$ cat src/rtl/press_count_display.sv
// Two-digit BCD up/down press counter with active-low 7-segment outputs.
// Optional wrap or saturation; the display blanks for a fixed window after a wrap.
module press_count_display #(
  parameter int MAX_COUNT    = 99,
  parameter int WRAP         = 1,
  parameter int BLINK_CYCLES = 25_000_000,
  parameter int BLANK_LZ     = 1
) (
  input  logic       clk,
  input  logic       rst,
  input  logic       inc_pulse,
  input  logic       dec_pulse,
  input  logic       clr,
  output logic [7:0] count,
  output logic       wrap_evt,
  output logic [0:6] HEX1,
  output logic [0:6] HEX0
);

  localparam int TW =
    (BLINK_CYCLES > 0) ? $clog2(BLINK_CYCLES + 1) : 1;
  localparam logic [TW-1:0] T_LOAD = TW'(BLINK_CYCLES);
  localparam logic [TW-1:0] T_ONE  = TW'(1);
  localparam logic [3:0] MAX_T = 4'(MAX_COUNT / 10);
  localparam logic [3:0] MAX_U = 4'(MAX_COUNT % 10);
  localparam logic [7:0] MAX_BCD = {MAX_T, MAX_U};
  localparam logic BLINK_EN = (BLINK_CYCLES > 0);
  localparam logic WRAP_EN  = (WRAP != 0);
  localparam logic LZ_EN    = (BLANK_LZ != 0);
  localparam logic [0:6] SEG_OFF = 7'b1111111;

  typedef enum logic {
    SHOW,
    DARK
  } blink_t;

  blink_t        state;
  logic [TW-1:0] timer;

  logic [3:0] tens;
  logic [3:0] units;
  logic [7:0] cnt_inc;
  logic [7:0] cnt_dec;
  logic       step_up;
  logic       step_dn;
  logic       at_max;
  logic       at_min;
  logic       wrap_hit;

  assign tens    = count[7:4];
  assign units   = count[3:0];
  assign step_up = inc_pulse & ~dec_pulse;
  assign step_dn = dec_pulse & ~inc_pulse;
  assign at_max  = (count == MAX_BCD);
  assign at_min  = (count == 8'h00);
  assign wrap_hit = WRAP_EN &
    ((step_up & at_max) | (step_dn & at_min));

  always_comb begin
    cnt_inc = {tens, units + 4'd1};
    cnt_dec = {tens, units - 4'd1};
    if (units == 4'd9)
      cnt_inc = {tens + 4'd1, 4'd0};
    if (units == 4'd0)
      cnt_dec = {tens - 4'd1, 4'd9};
  end

  always_ff @(posedge clk) begin
    if (rst || clr) begin
      count    <= 8'h00;
      wrap_evt <= 1'b0;
      state    <= SHOW;
      timer    <= '0;
    end else begin
      wrap_evt <= wrap_hit;
      if (step_up) begin
        if (!at_max)
          count <= cnt_inc;
        else if (WRAP_EN)
          count <= 8'h00;
      end
      if (step_dn) begin
        if (!at_min)
          count <= cnt_dec;
        else if (WRAP_EN)
          count <= MAX_BCD;
      end
      // A wrap during DARK restarts the window
      if (wrap_hit && BLINK_EN) begin
        state <= DARK;
        timer <= T_LOAD;
      end else if (state == DARK) begin
        if (timer == T_ONE) begin
          state <= SHOW;
          timer <= '0;
        end else begin
          timer <= timer - T_ONE;
        end
      end
    end
  end

  function automatic logic [0:6] seg7(
    input logic [3:0] d
  );
    logic [0:6] s;
    case (d)
      4'd0:    s = 7'b0000001;
      4'd1:    s = 7'b1001111;
      4'd2:    s = 7'b0010010;
      4'd3:    s = 7'b0000110;
      4'd4:    s = 7'b1001100;
      4'd5:    s = 7'b0100100;
      4'd6:    s = 7'b0100000;
      4'd7:    s = 7'b0001111;
      4'd8:    s = 7'b0000000;
      4'd9:    s = 7'b0000100;
      default: s = SEG_OFF;
    endcase
    return s;
  endfunction

  always_comb begin
    HEX0 = seg7(units);
    HEX1 = seg7(tens);
    if (LZ_EN && tens == 4'd0)
      HEX1 = SEG_OFF;
    if (state == DARK) begin
      HEX0 = SEG_OFF;
      HEX1 = SEG_OFF;
    end
  end

endmodule

$ cat config.mk
export PLATFORM = sky130hd
export DESIGN_NAME = press_count_display
export DESIGN_NICKNAME = d
export VERILOG_FILES = /design/src/rtl/press_count_display.sv
export SDC_FILE = /design/constraint.sdc
export NUM_CORES = 1
export LEC_CHECK = 0
export ABC_CLOCK_PERIOD_IN_PS = 3200
export CAP_MARGIN = 10
export CORE_MARGIN = 2
export CORE_UTILIZATION = 50
export DETAILED_ROUTE_END_ITERATION = 10
export GPL_TIMING_DRIVEN = 0
export PLACE_DENSITY = 0.74
export SLEW_MARGIN = 0
export SYNTH_ARGS = -nofsm -noshare
export SYNTH_HDL_FRONTEND = slang
export SYNTH_SLANG_ARGS = --single-unit
$ cat constraint.sdc
create_clock -name clk -period 3.2 [get_ports clk]
set_input_delay 0.8 -clock clk [delete_from_list [all_inputs] [get_ports clk]]
set_output_delay 0.8 -clock clk [all_outputs]
set_load 0.005 [all_outputs]
==> results of run 1 <==
## worst max-delay path, cell delays in order
cell             delay [ns]
clkdlybuf4s50_1        0.48
inv_1                  0.05
ha_1                   0.19
nand3b_1               0.24
a211o_4                0.42
or4_1                  0.48
a31o_1                 0.23
buf_4                  0.17
nor3b_1                0.23
a21oi_1                0.06
## cells by family after synthesis
kind of cell               after synthesis  share of synthesized area [%]
xor gates and xnor gates                14                          4.085
DFF                                     49                          32.68
buffers and inverters                   44                          6.211
and+or+nand+nor                        122                          25.30
muxes                                   12                          4.127
AOI/OAI and AO/OA                       82                          18.01
adders and majority gates               23                          9.587
## per-stage QoR
step	std cells	utilization, %
floorplan	346	-
global placement	448	57.53
detailed placement	448	57.53
CTS	459	59.60
global route	465	61.21
finish	465	61.21
## final timing paths
path                    end  slack, ns  cells after the start
hold / removal     timer[5]       0.50                      2
hold reg to reg    timer[5]       0.50                      2
setup / recovery  flip-flop       0.03                     10
setup reg to reg  flip-flop       0.46                      8
## synth_stat cells (6+ instances only)
cell / number / share of area, %
dfxtp_1: 49 / 33
inv_1: 28 / 3.5
nor2_1: 28 / 3.5
a21oi_1: 27 / 4.5
ha_1: 23 / 9.6
o21ai_0: 18 / 3.0
nand2_1: 16 / 2.0
or2_2: 11 / 2.3
nor3_1: 10 / 1.7
clkbuf_1: 9 / 1.1
mux2i_1: 9 / 3.0
nand3_1: 8 / 1.3
xnor2_1: 8 / 2.3
or3_1: 7 / 1.5
o31ai_1: 6 / 1.5
xor2_1: 6 / 1.8
## cell type report
| type | instances | share of cell area [%] |
|---|---|---|
| multi-input combinational | 253 | 52.94 |
| sequential | 49 | 27.39 |
| timing repair buffer | 36 | 9.434 |
| inverter | 28 | 2.935 |
| tap | 75 | 2.621 |
| buffer | 16 | 2.376 |
| clock buffer | 6 | 2.027 |
| clock inverter | 2 | 0.2795 |
## layer usage
layer  track usage (%)  wire length (um)  vias up
met2             32.87              3035       40
li1                  -                 -     1314
met5                 0                 0        -
met3             2.967               131        9
met4             5.763                65        0
met1             26.37              2988     1227
## placed cells by master (no fill, tap or decap), types with 4 or more instances in the layout
cell type / netlist / final
dfxtp_1: 49 / 49
nor2_1: 28 / 28
inv_1: 28 / 27
clkdlybuf4s50_1: 0 / 27
a21oi_1: 27 / 25
ha_1: 23 / 23
o21ai_0: 18 / 17
nand2_1: 16 / 16
buf_4: 3 / 13
or2_2: 11 / 11
nor3_1: 10 / 10
clkbuf_1: 9 / 9
mux2i_1: 9 / 9
nand3_1: 8 / 8
xnor2_1: 8 / 8
or3_1: 7 / 7
o31ai_1: 6 / 6
xor2_1: 6 / 6
nand2b_1: 5 / 5
a31oi_1: 5 / 5
clkbuf_8: 0 / 5
nor4_1: 4 / 4
## report_power, final
group          internal [uW]  switching (uW)
clock                    152             201
sequential               633            18.6
combinational            123             140
## what timing repair did
action / in CTS / in global routing
buffers inserted: 3 / 6
gates resized for setup: 3 / 12
pin swaps: 0 / 3
gates cloned: 0 / 0
setup endpoints to repair: 6 / 12
==> results.txt, run 1 <==
Status = complete, no violations
Post-synth ARST share = 0%
Post-Syn Area = 3002 um^2
Clock Skew = 0.008014 ns
Initial Utilization = 51.30%
Worst relative slew slack = 45.69%
Overall power = 1268 uW
Worst Path Required = 3.39 ns
Final setup viols = 0
Filler cells = 512
FF+latch area = 980.9 um^2
GR Util All Layers = 19.70%
Clock Latency Late Sink = 0.30 ns
PwrDens = 354.2 nW/um^2
Post-route setup slack = 0.03431 ns
Static Leak = 0.001456 uW
Fin crit period = 3.166 ns
Peak fanout along the critical path = 10
Unrepaired setup endpoints after global routing = true
CP Class = in -> reg
CTS clk-pin slew, worst paths = 0.09 ns
Register area share after synthesis = 32.68%
Crit. Startpoint = inc_pulse
IO buf count = 27
YS warnings = 0
Yosys reg bits = 49
CP Launch Type = input port
Max cap viols = 0
Number of antenna diodes = 0
Hold WC Path Type = reg -> reg
Crit path DAT = 3.35 ns
Synth unique cells = 65
Num CTS Buffers = 5
Routed WL = 6.220 mm
Vert. Die Dim = 81.48 um
DIE AREA = 6639 um^2
Synth Net Count = 374
Die width = 81.48 um
DP HPWL = 4.485 mm
IO Count = 28
Maximum vdd drop = 0.0001854 V
Sink Count = 49
Cell Area, Placed = 3366 um^2
Area grow syn2layout = 19.30%
Worst hold margin = 0.5020 ns
Hold path startpoint = timer[5]
Cell area after layout = 3581 um^2
Max Freq = 0.3159 GHz
First-pass GRT wire length = 10.43 mm
DR vias/cell = 5.570
ANT nets after route = 0
Number of max-slew violations in the final report = 0
WL per Instance = 13.38 um
Top_reg_cell synth = dfxtp_1
CORE AREA = 5851 um^2
CP Capture Type = flip-flop
Initial antenna violation count = 0
Grt total ovfl = 0
Worst Max-Slew Pin Slew = 0.8117 ns
DP Worst Slack = -0.7148 ns
Multi-input combinational cell area = 1896 um^2
# DRC = 0
Final setup TNS = 0 ns
Detailed Routing Iterations Pass 1 = 4
H-tree Lvls = 2
Post-CTS Hold Buffers = 0
Routability Congestion = 0.8517
Mean Syn Cell Area = 8.675 um^2
CTS max path bufs = 2
CTS tree = yes
Nets = 417
Largest net degree at the start of global routing = 15
Reg-to-Reg Start = count[0]
Share of layout cells above drive strength 1 = 15.13%
Via count = 2,590
Rows = 28
Period utilization = 98.93%
Vias in the first global route = 2,294
Root buf cell = clkbuf_8
Post-synth EDFFs = 0
Final hold vios = 0
Iter 0 DRT Violations = 149
Post-synthesis cell count = 346
Note: power is estimated with default switching activity, not from simulation.
==> run 2, diff against run 1 <==
--- a/config.mk
+++ b/config.mk
@@ -8,10 +8,10 @@
 export ABC_CLOCK_PERIOD_IN_PS = 3200
 export CAP_MARGIN = 10
 export CORE_MARGIN = 2
-export CORE_UTILIZATION = 50
+export CORE_UTILIZATION = 58
 export DETAILED_ROUTE_END_ITERATION = 10
 export GPL_TIMING_DRIVEN = 0
-export PLACE_DENSITY = 0.74
+export PLACE_DENSITY = 0.84
 export SLEW_MARGIN = 0
 export SYNTH_ARGS = -nofsm -noshare
 export SYNTH_HDL_FRONTEND = slang
==> run 2 against run 1 <==
  * Hold slack gained 0.0068 ns
  * Register-to-register slack gained 0.03 ns
  * First-iteration DRC count grew 3.4%
  * Non-clock buffer count grew 4
  * Clock power shrank 4%
  * Global-route usage grew 2.0 points
  * Fmax grew 1.0%
  * Setup slack gained 0.033 ns
==> results.txt, run 2 (synthesized netlist as in run 1, its figures left out) <==
Most used cell, CP = buf_6
Crit-path cells = clkdlybuf4s50_1 -> ha_2 -> buf_6 -> nand3b_4 -> a211o_1 -> or4_4 -> a31o_1 -> buf_6 -> nor3_4 -> a21oi_1
First-pass GRT wire length = 10.50 mm (+0.66%)
Met2 Usage GRT = 38.66% (+5.8 points)
DR vias/cell = 5.840 (+4.8%)
IO buf count = 27 (unchanged)
DP HPWL = 4.407 mm (-1.7%)
Commonest non-fill, non-tap cell in the layout = dfxtp_1
Max cap viols = 0 (unchanged)
Nets = 421 (+0.96%)
ANT nets after route = 0 (unchanged)
Reg-to-Reg Start = count[0]
M1 GR Usage = 26.65% (+0.28 points)
Vias in the first global route = 2,362 (+3.0%)
Static Leak = 0.001489 uW (+2.3%)
Grt total ovfl = 0 (unchanged)
Initial antenna violation count = 0 (unchanged)
Peak fanout along the critical path = 10 (unchanged)
GR Util All Layers = 21.69% (+2.0 points)
Largest net degree at the start of global routing = 14 (-1)
Via count = 2,698 (+4.2%)
Status = complete, no violations
Clock Latency Late Sink = 0.30 ns (about the same)
Most Crowded Layer GR = met2
Maximum vdd drop = 0.0001818 V (-2.0%)
Slowest cell on crit path = or4_4
Crit. Startpoint = dec_pulse
Post-layout util = 72.08% (+11 points)
CP Capture Type = flip-flop
Hold Crit Depth = 2 (unchanged)
Num CTS Buffers = 5 (unchanged)
Share of layout cells above drive strength 1 = 16.58% (+1.5 points)
Worst reg2reg setup slack = 0.49 ns (+0.03 ns)
Vert. Die Dim = 75.94 um (-6.8%)
Number of antenna diodes = 0 (unchanged)
Post-CTS Hold Buffers = 0 (unchanged)
Met3 GRT Util = 3.690% (+0.72 points)
Hold path startpoint = timer[5]
Period utilization = 97.91% (-1.0 points)
PwrDens = 347.9 nW/um^2 (-1.8%)
Max Freq = 0.3192 GHz (+1.0%)
Final hold vios = 0 (unchanged)
CORE AREA = 5042 um^2 (-14%)
CTS max path bufs = 2 (unchanged)
Worst R2R Path Depth = 8 (unchanged)
Max incr delay on CP = 0.50 ns (+0.02 ns)
CP Launch Type = input port
Clock Skew = 0.004490 ns (-0.003524 ns)
Hold WC Path Type = reg -> reg
Worst Max-Slew Pin Slew = 0.7670 ns (-0.04468 ns)
Initial Utilization = 59.53% (+8.2 points)
Die width = 75.94 um (-6.8%)
Iter 0 DRT Violations = 154 (+3.4%)
Routed WL = 6.675 mm (+7.3%)
Number of max-slew violations in the final report = 0 (unchanged)
Sink Count = 49 (unchanged)
H-tree Lvls = 2 (unchanged)
Routability Congestion = 0.8619 (+1.2%)
Rows = 26 (-7.1%)
Detailed Routing Iterations Pass 1 = 5 (+1)
WL per Instance = 14.45 um (+8.0%)
Fin crit period = 3.133 ns (-0.03267 ns)
IO Count = 28 (unchanged)
Most frequent cells in the layout = 49 x dfxtp_1, 28 x nor2_1, 27 x inv_1
Worst relative slew slack = 48.68% (+3.0 points)
Final setup viols = 0 (unchanged)
Final setup TNS = 0 ns (unchanged)
# DRC = 0 (unchanged)
Filler cells = 372 (-27%)
Area grow syn2layout = 21.09%
Worst Path Required = 3.39 ns (about the same)
Root buf cell = clkbuf_8
CP Class = in -> reg
Crit path DAT = 3.32 ns (-0.03 ns)
DIE AREA = 5767 um^2 (-13%)
CTS tree = yes
Cell area after layout = 3635 um^2 (+1.5%)
CTS clk-pin slew, worst paths = 0.08 ns (about the same)
Cell Area, Placed = 3359 um^2 (-0.19%)
run 2: cell count changes in the layout (fill, tap and decap cells not counted), sizes merged:
cell | previous run | this run
dlymetal6s2s | 0 | 1
clkinv | 2 | 1
clkdlybuf4s50 | 27 | 26
buf | 16 | 19
run 2: worst max-delay path, delay by kind of cell:
family,cells,cell delay [ns]
buf+inv,3,0.77
compound gates,3,0.66
fa+ha+maj,1,0.19
simple gates,3,0.88
run 2: cell type report:
type	instances	area (um^2)	area share [%]
multi-input combinational	253	1913	52.63
sequential	49	980.9	26.99
timing repair buffer	40	382.9	10.53
inverter	28	105.1	2.892
buffer	16	91.34	2.513
tap	70	87.58	2.410
clock buffer	5	68.82	1.893
clock inverter	1	5.005	0.1377
run 2: routing by layer:
layer	up-vias	share of wire (%)
met3	12	4.1
met5	-	0
li1	1313	-
met2	90	50
met4	0	1.6
met1	1283	44
run 2: report_power, final:
part	leakage, uW	switching (uW)	internal (uW)
clock	0.0000399	195	144
combinational	0.00105	145	128
sequential	0.000398	19.6	633
total	0.00149	359	905
run 2: worst paths after layout:
check                                 end
worst max-delay path            flip-flop
worst min-delay path             timer[5]
worst max register to register  flip-flop
worst min register to register   timer[5]
run 2: timing repair:
action                                  4_1_cts  5_1_grt
resized for setup                             2       17
gates cloned                                  0        0
endpoints found under the setup margin        7        7
pin swaps                                     1        5
setup buffers                                 5        8
run 2: stage by stage:
step | cells | hold WS (ns) | power, uW | setup slack, ns
after floorplan | 346 | 0.4722 | 836.7 | 0.2532
after global placement | 443 | 0.4902 | 907.1 | -0.6054
after detailed placement | 443 | 0.4965 | 913.5 | -0.6643
after CTS | 454 | 0.5066 | 1248 | 0.02602
after global routing | 462 | 0.5456 | 1322 | -0.01942
final | 462 | 0.5088 | 1265 | 0.06697
==> run 3, diff against run 2 <==
--- a/config.mk
+++ b/config.mk
@@ -9,6 +9,7 @@
 export CAP_MARGIN = 10
 export CORE_MARGIN = 2
 export CORE_UTILIZATION = 58
+export CTS_CLUSTER_DIAMETER = 30
 export DETAILED_ROUTE_END_ITERATION = 10
 export GPL_TIMING_DRIVEN = 0
 export PLACE_DENSITY = 0.84
==> results of run 3 <==
Same layout as run 2: the final DEF is identical, and so are final timing and power.
